`config.mk`:
```
export PLATFORM = sky130hd
export DESIGN_NAME = dot_display
export DESIGN_NICKNAME = d
export VERILOG_FILES = /design/src/rtl/dot_display.sv
export SDC_FILE = /design/constraint.sdc
export NUM_CORES = 1
export LEC_CHECK = 0
export CAP_MARGIN = 20
export CORE_UTILIZATION = 56
export CTS_BUF_LIST = sky130_fd_sc_hd__clkbuf_2 sky130_fd_sc_hd__clkbuf_4 sky130_fd_sc_hd__clkbuf_8
export DETAILED_ROUTE_END_ITERATION = 12
export PLACE_DENSITY = 0.87
export SYNTH_ARGS = -nofsm -noshare
export SYNTH_HDL_FRONTEND = slang
export SYNTH_SLANG_ARGS = --single-unit
```
`constraint.sdc`:
```
create_clock -name clk -period 5.05 [get_ports clk]
set_input_delay 1.2625 -clock clk [delete_from_list [all_inputs] [get_ports clk]]
set_output_delay 1.2625 -clock clk [all_outputs]
set_load 0.01 [all_outputs]
```
`src/rtl/dot_display.sv`:
```
`default_nettype none
// ============================================================================
//  Module   : dot_display
//  Purpose  : Serial driver for a two-character dot-matrix LED display.
//             After reset it holds the display in reset, loads control
//             word 0, then streams 80-bit dot frames continuously.
//  Revision : 1.0  initial release
// ============================================================================
module dot_display #(
    parameter int         DIV         = 4,
    parameter int         RESET_TICKS = 16,
    parameter logic [7:0] CTRL_WORD   = 8'h7F
) (
    input  logic        clk,
    input  logic        reset,
    input  logic [79:0] dots,
    output logic        disp_blank,
    output logic        disp_clock,
    output logic        disp_data_out,
    output logic        disp_rs,
    output logic        disp_ce_b,
    output logic        disp_reset_b,
    output logic        frame_done
);

    typedef enum logic [2:0] {
        S_RESET = 3'd0,
        S_CTRL  = 3'd1,
        S_CGAP  = 3'd2,
        S_DOTS  = 3'd3,
        S_DGAP  = 3'd4
    } state_t;

    localparam int              DW           = $clog2(DIV);
    localparam logic [DW-1:0]   c_div_last   = DW'(DIV - 1);
    localparam logic [15:0]     c_reset_last = 16'(RESET_TICKS - 1);
    // Control gap is two ticks; the dot gap holds ce_b high for four ticks
    // so that one frame (160 shift ticks + gap) spans 164 ticks.
    localparam logic [15:0]     c_cgap_last  = 16'd1;
    localparam logic [15:0]     c_dgap_last  = 16'd3;
    localparam logic [6:0]      c_ctrl_last  = 7'd7;
    localparam logic [6:0]      c_dots_last  = 7'd79;

    logic [DW-1:0] r_div_cnt;
    logic          w_tick;

    state_t        r_state,  w_state_n;
    logic [15:0]   r_wait,   w_wait_n;
    logic [6:0]    r_bit,    w_bit_n;
    logic          r_phase,  w_phase_n;
    logic [79:0]   r_shreg,  w_shreg_n;
    logic [6:0]    w_bit_last;

    logic          w_blank_n;
    logic          w_clock_n;
    logic          w_data_n;
    logic          w_rs_n;
    logic          w_ce_b_n;
    logic          w_reset_b_n;
    logic          w_frame_done_n;

    // Free-running tick divider: one-clk strobe every DIV clocks.
    always_ff @(posedge clk or posedge reset) begin
        if (reset) begin
            r_div_cnt <= '0;
        end else if (r_div_cnt == c_div_last) begin
            r_div_cnt <= '0;
        end else begin
            r_div_cnt <= r_div_cnt + DW'(1);
        end
    end

    assign w_tick     = (r_div_cnt == c_div_last);
    assign w_bit_last = (r_state == S_CTRL) ? c_ctrl_last : c_dots_last;

    // State, counters, shift register and display pins; all pin changes
    // are only computed on tick cycles, so they move on tick edges only.
    always_ff @(posedge clk or posedge reset) begin
        if (reset) begin
            r_state       <= S_RESET;
            r_wait        <= '0;
            r_bit         <= '0;
            r_phase       <= 1'b0;
            r_shreg       <= '0;
            disp_blank    <= 1'b1;
            disp_clock    <= 1'b0;
            disp_data_out <= 1'b0;
            disp_rs       <= 1'b0;
            disp_ce_b     <= 1'b1;
            disp_reset_b  <= 1'b0;
            frame_done    <= 1'b0;
        end else begin
            r_state       <= w_state_n;
            r_wait        <= w_wait_n;
            r_bit         <= w_bit_n;
            r_phase       <= w_phase_n;
            r_shreg       <= w_shreg_n;
            disp_blank    <= w_blank_n;
            disp_clock    <= w_clock_n;
            disp_data_out <= w_data_n;
            disp_rs       <= w_rs_n;
            disp_ce_b     <= w_ce_b_n;
            disp_reset_b  <= w_reset_b_n;
            frame_done    <= w_frame_done_n;
        end
    end

    // Next-state and next-pin logic; everything holds unless a tick occurs.
    always_comb begin
        w_state_n      = r_state;
        w_wait_n       = r_wait;
        w_bit_n        = r_bit;
        w_phase_n      = r_phase;
        w_shreg_n      = r_shreg;
        w_blank_n      = disp_blank;
        w_clock_n      = disp_clock;
        w_data_n       = disp_data_out;
        w_rs_n         = disp_rs;
        w_ce_b_n       = disp_ce_b;
        w_reset_b_n    = disp_reset_b;
        w_frame_done_n = 1'b0;

        if (w_tick) begin
            case (r_state)
                S_RESET: begin
                    if (r_wait == c_reset_last) begin
                        // Release display reset and present control bit 7.
                        w_state_n   = S_CTRL;
                        w_wait_n    = '0;
                        w_bit_n     = '0;
                        w_phase_n   = 1'b0;
                        w_shreg_n   = {CTRL_WORD, 72'h0};
                        w_reset_b_n = 1'b1;
                        w_rs_n      = 1'b1;
                        w_ce_b_n    = 1'b0;
                        w_clock_n   = 1'b0;
                        w_data_n    = CTRL_WORD[7];
                    end else begin
                        w_wait_n = r_wait + 16'd1;
                    end
                end

                S_CTRL, S_DOTS: begin
                    if (!r_phase) begin
                        // Phase B: rising serial clock, data held.
                        w_phase_n = 1'b1;
                        w_clock_n = 1'b1;
                    end else if (r_bit == w_bit_last) begin
                        // Last bit done: raise ce_b to latch the word.
                        w_phase_n = 1'b0;
                        w_bit_n   = '0;
                        w_wait_n  = '0;
                        w_clock_n = 1'b0;
                        w_data_n  = 1'b0;
                        w_ce_b_n  = 1'b1;
                        if (r_state == S_CTRL) begin
                            w_state_n = S_CGAP;
                            w_blank_n = 1'b0;
                        end else begin
                            w_state_n      = S_DGAP;
                            w_frame_done_n = 1'b1;
                        end
                    end else begin
                        // Phase A of the next bit: clock low, new data.
                        w_phase_n = 1'b0;
                        w_bit_n   = r_bit + 7'd1;
                        w_clock_n = 1'b0;
                        w_shreg_n = {r_shreg[78:0], 1'b0};
                        w_data_n  = r_shreg[78];
                    end
                end

                S_CGAP, S_DGAP: begin
                    if (r_wait == ((r_state == S_CGAP) ? c_cgap_last : c_dgap_last)) begin
                        // Snapshot the bitmap and present dot bit 79.
                        w_state_n = S_DOTS;
                        w_wait_n  = '0;
                        w_bit_n   = '0;
                        w_phase_n = 1'b0;
                        w_shreg_n = dots;
                        w_rs_n    = 1'b0;
                        w_ce_b_n  = 1'b0;
                        w_clock_n = 1'b0;
                        w_data_n  = dots[79];
                    end else begin
                        w_wait_n = r_wait + 16'd1;
                    end
                end

                default: begin
                    w_state_n = S_RESET;
                    w_wait_n  = '0;
                end
            endcase
        end
    end

endmodule
`default_nettype wire

```
==> metrics.md, run 1 <==
| Metric | Value |
|---|---|
| # resized after CTS | 0 |
| Complex-gate fraction of the synthesized area | 17.47% |
| Core area | 10280 sq um |
| Syn Nets | 648 |
| Int Pwr | 1583 uW |
| Non-Filler Instances | 790 |
| Initial Utilization | 57.29% |
| Global-route wire length before repair | 22450 microns |
| Clk sink count | 114 |
| FMAX | 305.0 MHz |
| Fin crit share | 64.92% |
| Fraction of the mapped netlist area in adder cells | 0.6375% |
| Setup Skew | 0.01799 ns |
| Netlist cell types | 54 |
| Fin Setup TNS | 0 ns |
| Post-DRT Antenna Nets | 0 |
| Dpl ws | 1.818 ns |
| Mean number of vias per cell | 5.928 |
| Mux contribution to synthesized area | 14.47% |
| Peak supply drop | 0.0001763 V |
| Sequential power share | 45.6% |
| Max-slew violation count | 0 |
| Yosys top cell by area | dfrtp_1 |
| Cells after Synth | 563 |
| Clock buffer depth | 2 |
| Critical Path End | r_shreg[66] |
| Utilization after layout | 70.50% |
| LEAKAGE | 0.003034 uW |
| RSZ-0062 raised after global routing | no |
| Critical path class | register to register |
| Synth Flop Type | dfrtp_1 |
| Async S/R FF share, synth | 100.0% |
| Fin crit period | 3.278 ns |
| Setup Buffers After CTS | 0 |
| Clock root buffer | clkbuf_8 |
| Yosys top cell area share | 47.60% |
| Hpwl dp | 8560 microns |
| Final Hold Fails | 0 |
| Reg2reg start | r_wait[11] |
| Avg WL per Cell | 17.04 microns |
| Chip height | 104.5 microns |
| DR pass1 iterations | 5 |
| Synth-to-Final Area Change | 23.06% |
| Port Buffers | 88 |
| Boundary Pins | 89 |
| Final Wtd Congestion | 0.8276 |
| Final WL | 13460 microns |
| Mapped Area | 5888 sq um |
| Req. time, crit path | 5.39 ns |
| Crit. Startpoint | r_wait[11] |
| Simple-gate share of the synthesized area | 9.796% |
| Die X | 104.5 microns |
| Worst-Skew Late Latency | 0.43 ns |
| Initial DRC count | 341 |
| Post-synthesis xor/xnor area fraction | 0.1487% |
| Core Rows | 37 |
| Worst R2R End | r_shreg[66] |
| Worst R2R Setup Slack | 1.77 ns |
| R2r worst-path depth | 7 |
| Max-Cap Viols | 0 |
| Post-synthesis sequential area ratio | 48.49% |
| Hold WC Path Type | register to register |
| PwrDens | 276.3 nW/um^2 |
| CTS Buf Count | 17 |
| Final WS setup | 1.772 ns |
| CTS tree | built |
| # fillers | 709 |
| EDFF count, synth | 0 |
| Worst EP arrival | 3.62 ns |
| N_diodes | 0 |
| Final routed DRC violation total | 0 |
| Largest family of logic cells by synthesized area | compound AO/OA/AOI/OAI gates |
| Placed Cells | 757 |
| Ranking of synthesized cells by area | dfrtp_1 (48%), mux2i_1 (13%), a22oi_1 (9.9%) |
| Part of the power in combinational logic | 4.3% |
| Initial antenna violation count | 0 |
| Share of layout cells above drive strength 1 | 11.01% |
| Die area | 10930 sq um |
| Status | complete, no violations |
| Net Sw Frac | 20.95% |
| Startpoint types | register |
| Gr usage total | 25.86% |
| Synth Area per Inst | 10.46 sq um |
| Via count | 4683 |
| Post-CTS Hold Fix Bufs | 0 |
| Clk slew on worst S/H paths | 0.07 ns |
| Vias in the first global route | 4760 |
| Net Sw Power | 419.5 uW |
| Yosys reg bits | 114 |
| Synthesis Warnings | 0 |
| Hold_ws | 0.4318 ns |
| Final net count | 726 |
| Worst-margin pin slew | 1.009 ns |
| H-tree levels | 4 |
| Max-slew headroom | 32.76% |
| Worst-path fanout max | 48 |
| CP Capture Type | register |
| Clock share of power | 50.1% |
| GRT Residual Overflow | 0 |
| Largest net degree at the start of global routing | 82 |
| Final-report setup violation count | 0 |
==> worst min-delay path by stage <==
stage	from	endpoint	cells past startpoint
2_1_floorplan	r_div_cnt[0]	r_div_cnt[0]	1
3_3_place_gp	r_div_cnt[0]	r_div_cnt[0]	1
3_5_place_dp	r_div_cnt[0]	r_div_cnt[0]	1
4_1_cts	r_div_cnt[0]	r_div_cnt[0]	1
5_1_grt	r_div_cnt[0]	r_div_cnt[0]	1
6_report	r_div_cnt[0]	r_div_cnt[0]	1
==> worst max-delay path, cell delays in order, from the launching register on <==
cell and delay, ns:
dfrtp_1 0.45, nor4_2 0.38, nand3_1 0.19, o21a_1 0.51
a211oi_4 0.30, buf_4 0.65, buf_4 0.42, mux2i_1 0.27
==> flip-flops by register name, indices dropped and copies added, names as in the netlist <==
| register | cells |
|---|---|
| disp_blank | 1 |
| disp_ce_b | 1 |
| disp_data_out | 1 |
| disp_reset_b | 1 |
| disp_rs | 1 |
| frame_done | 1 |
| r_bit | 7 |
| r_div_cnt | 2 |
| r_phase | 1 |
| r_shreg | 79 |
| r_state | 3 |
| r_wait | 16 |
==> cells in the mapped netlist (all sizes together) (2+ instances only) <==
cell / instances
nand2: 33
o2111ai: 2
and2: 3
o31ai: 10
inv: 78
o21a: 2
or3: 7
o21ai: 11
nand3: 10
a21oi: 14
o211ai: 6
nor3b: 3
o311ai: 2
nor4b: 2
dfstp: 2
a22o: 2
mux2: 9
a32o: 2
nor3: 5
ha: 3
nand4: 2
a211o: 3
and3: 4
or4: 6
buf: 21
mux2i: 75
or2: 7
a21o: 2
nor4: 3
dfrtp: 112
nand2b: 2
nor2: 14
a22oi: 79
clkbuf: 16
==> cell usage in the layout (no fill, tap or decap), types with 3 or more instances in the layout <==
| cell type | netlist | layout |
|---|---|---|
| a22oi_1 | 78 | 78 |
| bufinv_16 | 0 | 5 |
| or4_1 | 6 | 6 |
| nor2_1 | 14 | 13 |
| clkbuf_8 | 0 | 18 |
| or3_1 | 6 | 6 |
| nand3_1 | 10 | 10 |
| o211ai_1 | 6 | 6 |
| inv_1 | 78 | 77 |
| mux2i_1 | 75 | 75 |
| nand2_1 | 33 | 33 |
| clkinvlp_4 | 0 | 3 |
| nor4_2 | 3 | 3 |
| dfrtp_1 | 112 | 112 |
| mux2_2 | 9 | 9 |
| buf_4 | 12 | 7 |
| ha_1 | 3 | 3 |
| o31ai_1 | 10 | 10 |
| clkdlybuf4s50_1 | 0 | 88 |
| a21oi_1 | 14 | 14 |
| nor3_1 | 5 | 5 |
| or2_2 | 6 | 6 |
| and3_1 | 3 | 3 |
| o21ai_0 | 11 | 11 |
==> kinds of logic after synthesis <==
logic type,count (synthesis)
muxes,84
AOI/OAI and AO/OA,141
xor gates and xnor gates,1
buffers and inverters,115
and+or+nand+nor,105
adders and majority gates,3
DFF,114
==> stage by stage <==
stage	area (sq um)	power, uW
3_5_place_dp	6774	1017
5_1_grt	7246	2066
2_1_floorplan	5888	944.2
6_report	7246	2002
3_3_place_gp	6774	1017
4_1_cts	7241	2014
==> cell type report <==
class	instances	area (sq um)	share of cell area, %
well taps	136	170.2	2.348
flip-flops and latches	114	2855	39.41
multi-input cells	334	2520	34.78
clock inverters	12	203.9	2.815
clock buffers	20	262.8	3.626
repair buffers	96	938.4	12.95
inverters	78	295.3	4.075
==> metal layers <==
metal	track usage [%]	vias to the layer above	share of wire (%)
met5	0	-	0
met4	7.449	0	1.0
met2	44.32	159	51
met3	6.862	17	5.6
met1	32.07	2341	42
li1	-	2166	-
==> power by group through the flow <==
stage               Sequential [uW]  Clock, uW  Combinational (uW)
floorplan                       930          0                13.9
global placement                930          0                86.4
detailed placement              930          0                87.1
CTS                             913       1010                87.7
global route                    912       1060                93.6
finish                          913       1000                86.4
Power figures use the tool's default switching activity.
==> run 2: changes to the inputs <==
- CORE_UTILIZATION: 56 -> 51
- PLACE_DENSITY: 0.87 -> 0.84
- clock period: 5.05 -> 3 ns (I/O delays scaled with it)
==> metrics.md, run 2 (same netlist as run 1, synthesis figures left out) <==
| Metric | Value |
|---|---|
| Status | complete, no violations |
| Max-Cap Viols | 0 (unchanged) |
| Startpoint types | register |
| CTS tree | built |
| Clk sink count | 114 (unchanged) |
| GRT Residual Overflow | 0 (unchanged) |
| Hold Crit Start | r_div_cnt[0] |
| Vias in the first global route | 4598 (-3.4%) |
| Hpwl dp | 8398 microns (-1.9%) |
| Avg WL per Cell | 16.19 microns (-5.0%) |
| Setup Skew | 0.008740 ns (-0.009254 ns) |
| Net Sw Power | 644.7 uW (+54%) |
| Hold_ws | 0.4425 ns (+0.01065 ns) |
| Clock root buffer | clkbuf_8 |
| Fin crit share | 87.90% (+23 points) |
| Die X | 109.5 microns (+4.7%) |
| Final Hold Fails | 0 (unchanged) |
| Max-slew headroom | 36.55% (+3.8 points) |
| Via count | 4568 (-2.5%) |
| Most frequent cells in the layout | dfrtp_1 (112), clkdlybuf4s50_1 (88), a22oi_1 (78) |
| Non-Filler Instances | 796 (+0.76%) |
| Commonest non-fill, non-tap cell in the layout | dfrtp_1 |
| Fin crit period | 2.637 ns (-0.6415 ns) |
| Die area | 11980 sq um (+9.6%) |
| CP cell instances | nor3b_1 -> mux2i_1 -> o21a_1 -> a211oi_4 -> buf_4 -> buf_12 -> mux2i_1 |
| Crit-path most repeated cell | mux2i_1 |
| Peak supply drop | 0.0003414 V (+94%) |
| Biggest regs | r_shreg: 79 flops, r_wait: 16 flops, r_bit: 7 flops |
| Synth-to-Final Area Change | 22.97% (about the same) |
| Final-report setup violation count | 0 (unchanged) |
| Clk slew on worst S/H paths | 0.07 ns (about the same) |
| # fillers | 829 (+17%) |
| Gr usage total | 23.39% (-2.5 points) |
| Initial antenna violation count | 0 (unchanged) |
| PwrDens | 424.5 nW/um^2 (+54%) |
| Mean number of vias per cell | 5.739 (-3.2%) |
| RSZ-0062 raised after global routing | no |
| # resized after CTS | 0 (unchanged) |
| R2r worst-path depth | 7 (unchanged) |
| Core Rows | 38 (+2.7%) |
| LEAKAGE | 0.003037 uW (about the same) |
| Largest register by flop count | r_shreg |
| Worst R2R Setup Slack | 0.36 ns (-1.41 ns) |
| H-tree levels | 4 (unchanged) |
| Core area | 11030 sq um (+7.3%) |
| Chip height | 109.5 microns (+4.7%) |
| Max-slew violation count | 0 (unchanged) |
| DR pass1 iterations | 6 (+1) |
| Reg2reg start | r_state[2] |
| Final net count | 728 (+0.28%) |
| Hold WC Path Type | register to register |
| Final WL | 12880 microns (-4.3%) |
| Fin Setup TNS | 0 ns (unchanged) |
| Worst R2R End | r_shreg[16] |
| Sequential power share | 50.0% (+4.4 points) |
| Largest net degree at the start of global routing | 96 (+17%) |
| Part of the power in combinational logic | 4.7% (+0.4 points) |
| Worst EP arrival | 2.97 ns (-0.65 ns) |
| Final Wtd Congestion | 0.8367 (+1.1%) |
| Initial Utilization | 53.38% (-3.9 points) |
| Post-CTS Hold Fix Bufs | 0 (unchanged) |
| FMAX | 379.2 MHz (+24%) |
| Worst-Skew Late Latency | 0.44 ns (about the same) |
| Worst-path fanout max | 29 (-40%) |
| Setup Buffers After CTS | 0 (unchanged) |
| Critical path class | register to register |
| Clock buffer depth | 2 (unchanged) |
| Global-route wire length before repair | 21650 microns (-3.6%) |
| Final routed DRC violation total | 0 (unchanged) |
| Hold Crit Depth | 1 (unchanged) |
| Port Buffers | 88 (unchanged) |
| Int Pwr | 2429 uW (+53%) |
| Req. time, crit path | 3.33 ns (-2.06 ns) |
| CTS Buf Count | 17 (unchanged) |
| Share of layout cells above drive strength 1 | 11.28% (+0.27 points) |
| Max reg flops | 79 (unchanged) |
| Max incr delay on CP | 0.54 ns (-0.11 ns) |
| CP Capture Type | register |
| Worst-margin pin slew | 0.9518 ns (-0.05679 ns) |
| Critical path's slowest cell | dfrtp_1 |
| Initial DRC count | 327 (-4.1%) |
| Net Sw Frac | 20.98% (+0.028 points) |
| Placed Cells | 764 (+0.92%) |
| Clock share of power | 45.3% (-4.8 points) |
| Worst Hold End | r_div_cnt[0] |
| Boundary Pins | 89 (unchanged) |
| Post-DRT Antenna Nets | 0 (unchanged) |
| N_diodes | 0 (unchanged) |
-- run 2: cell type report --
cell class,count,area (sq um),area share [%]
clock inverters,6,55.05,0.7603
repair buffers,98,1006,13.89
clock buffers,26,332.8,4.597
multi-input cells,334,2520,34.80
well taps,140,175.2,2.419
inverters,78,296.5,4.095
flip-flops and latches,114,2855,39.43
-- run 2: per-stage QoR --
step | instance area (sq um) | power [uW] | utilization, % | setup WS [ns]
CTS | 7241 | 3094 | 65.64 | 0.3953
global route | 7241 | 3173 | 65.64 | 0.1840
finish | 7241 | 3073 | 65.64 | 0.3630
detailed placement | 6853 | 1712 | 62.13 | 0.4382
floorplan | 5892 | 1590 | - | 0.8662
global placement | 6853 | 1710 | 62.13 | 0.5126
-- run 2: power groups by stage --
stage / clock network (uW) / registers (uW) / logic (uW)
final: 1390 / 1540 / 145
after global routing: 1480 / 1540 / 156
after CTS: 1410 / 1540 / 147
after detailed placement: 0 / 1570 / 146
after global placement: 0 / 1570 / 145
after floorplan: 0 / 1570 / 23.7
-- run 2: per-layer routing --
metal	GRT usage (%)	routed length [microns]	vias up	part of all wire [%]
met3	7.232	840	25	6.5
met4	9.429	247	0	1.9
li1	-	-	2170	-
met5	0	0	-	0
met1	30.10	5628	2237	44
met2	36.79	6168	136	48
-- run 2: how the worst max path moves through the flow --
stage / slack, ns / cells after the start / start / endpoint
floorplan: 0.87 / 1 / reset / disp_data_out
global placement: 0.51 / 5 / r_state[2] / r_wait[6]
CTS: 0.40 / 7 / r_state[2] / r_shreg[42]
detailed placement: 0.44 / 7 / r_state[2] / r_state[0]
global route: 0.18 / 6 / r_state[2] / r_state[0]
finish: 0.36 / 7 / r_state[2] / r_shreg[16]
-- run 2: critical path: cells and delay by family, from the launching register on --
| kind | cells | cell delay (ns) |
|---|---|---|
| AOI/OAI and AO/OA | 2 | 0.70 |
| DFF | 1 | 0.54 |
| buffers and inverters | 2 | 0.50 |
| muxes | 2 | 0.43 |
| and+or+nand+nor | 1 | 0.35 |
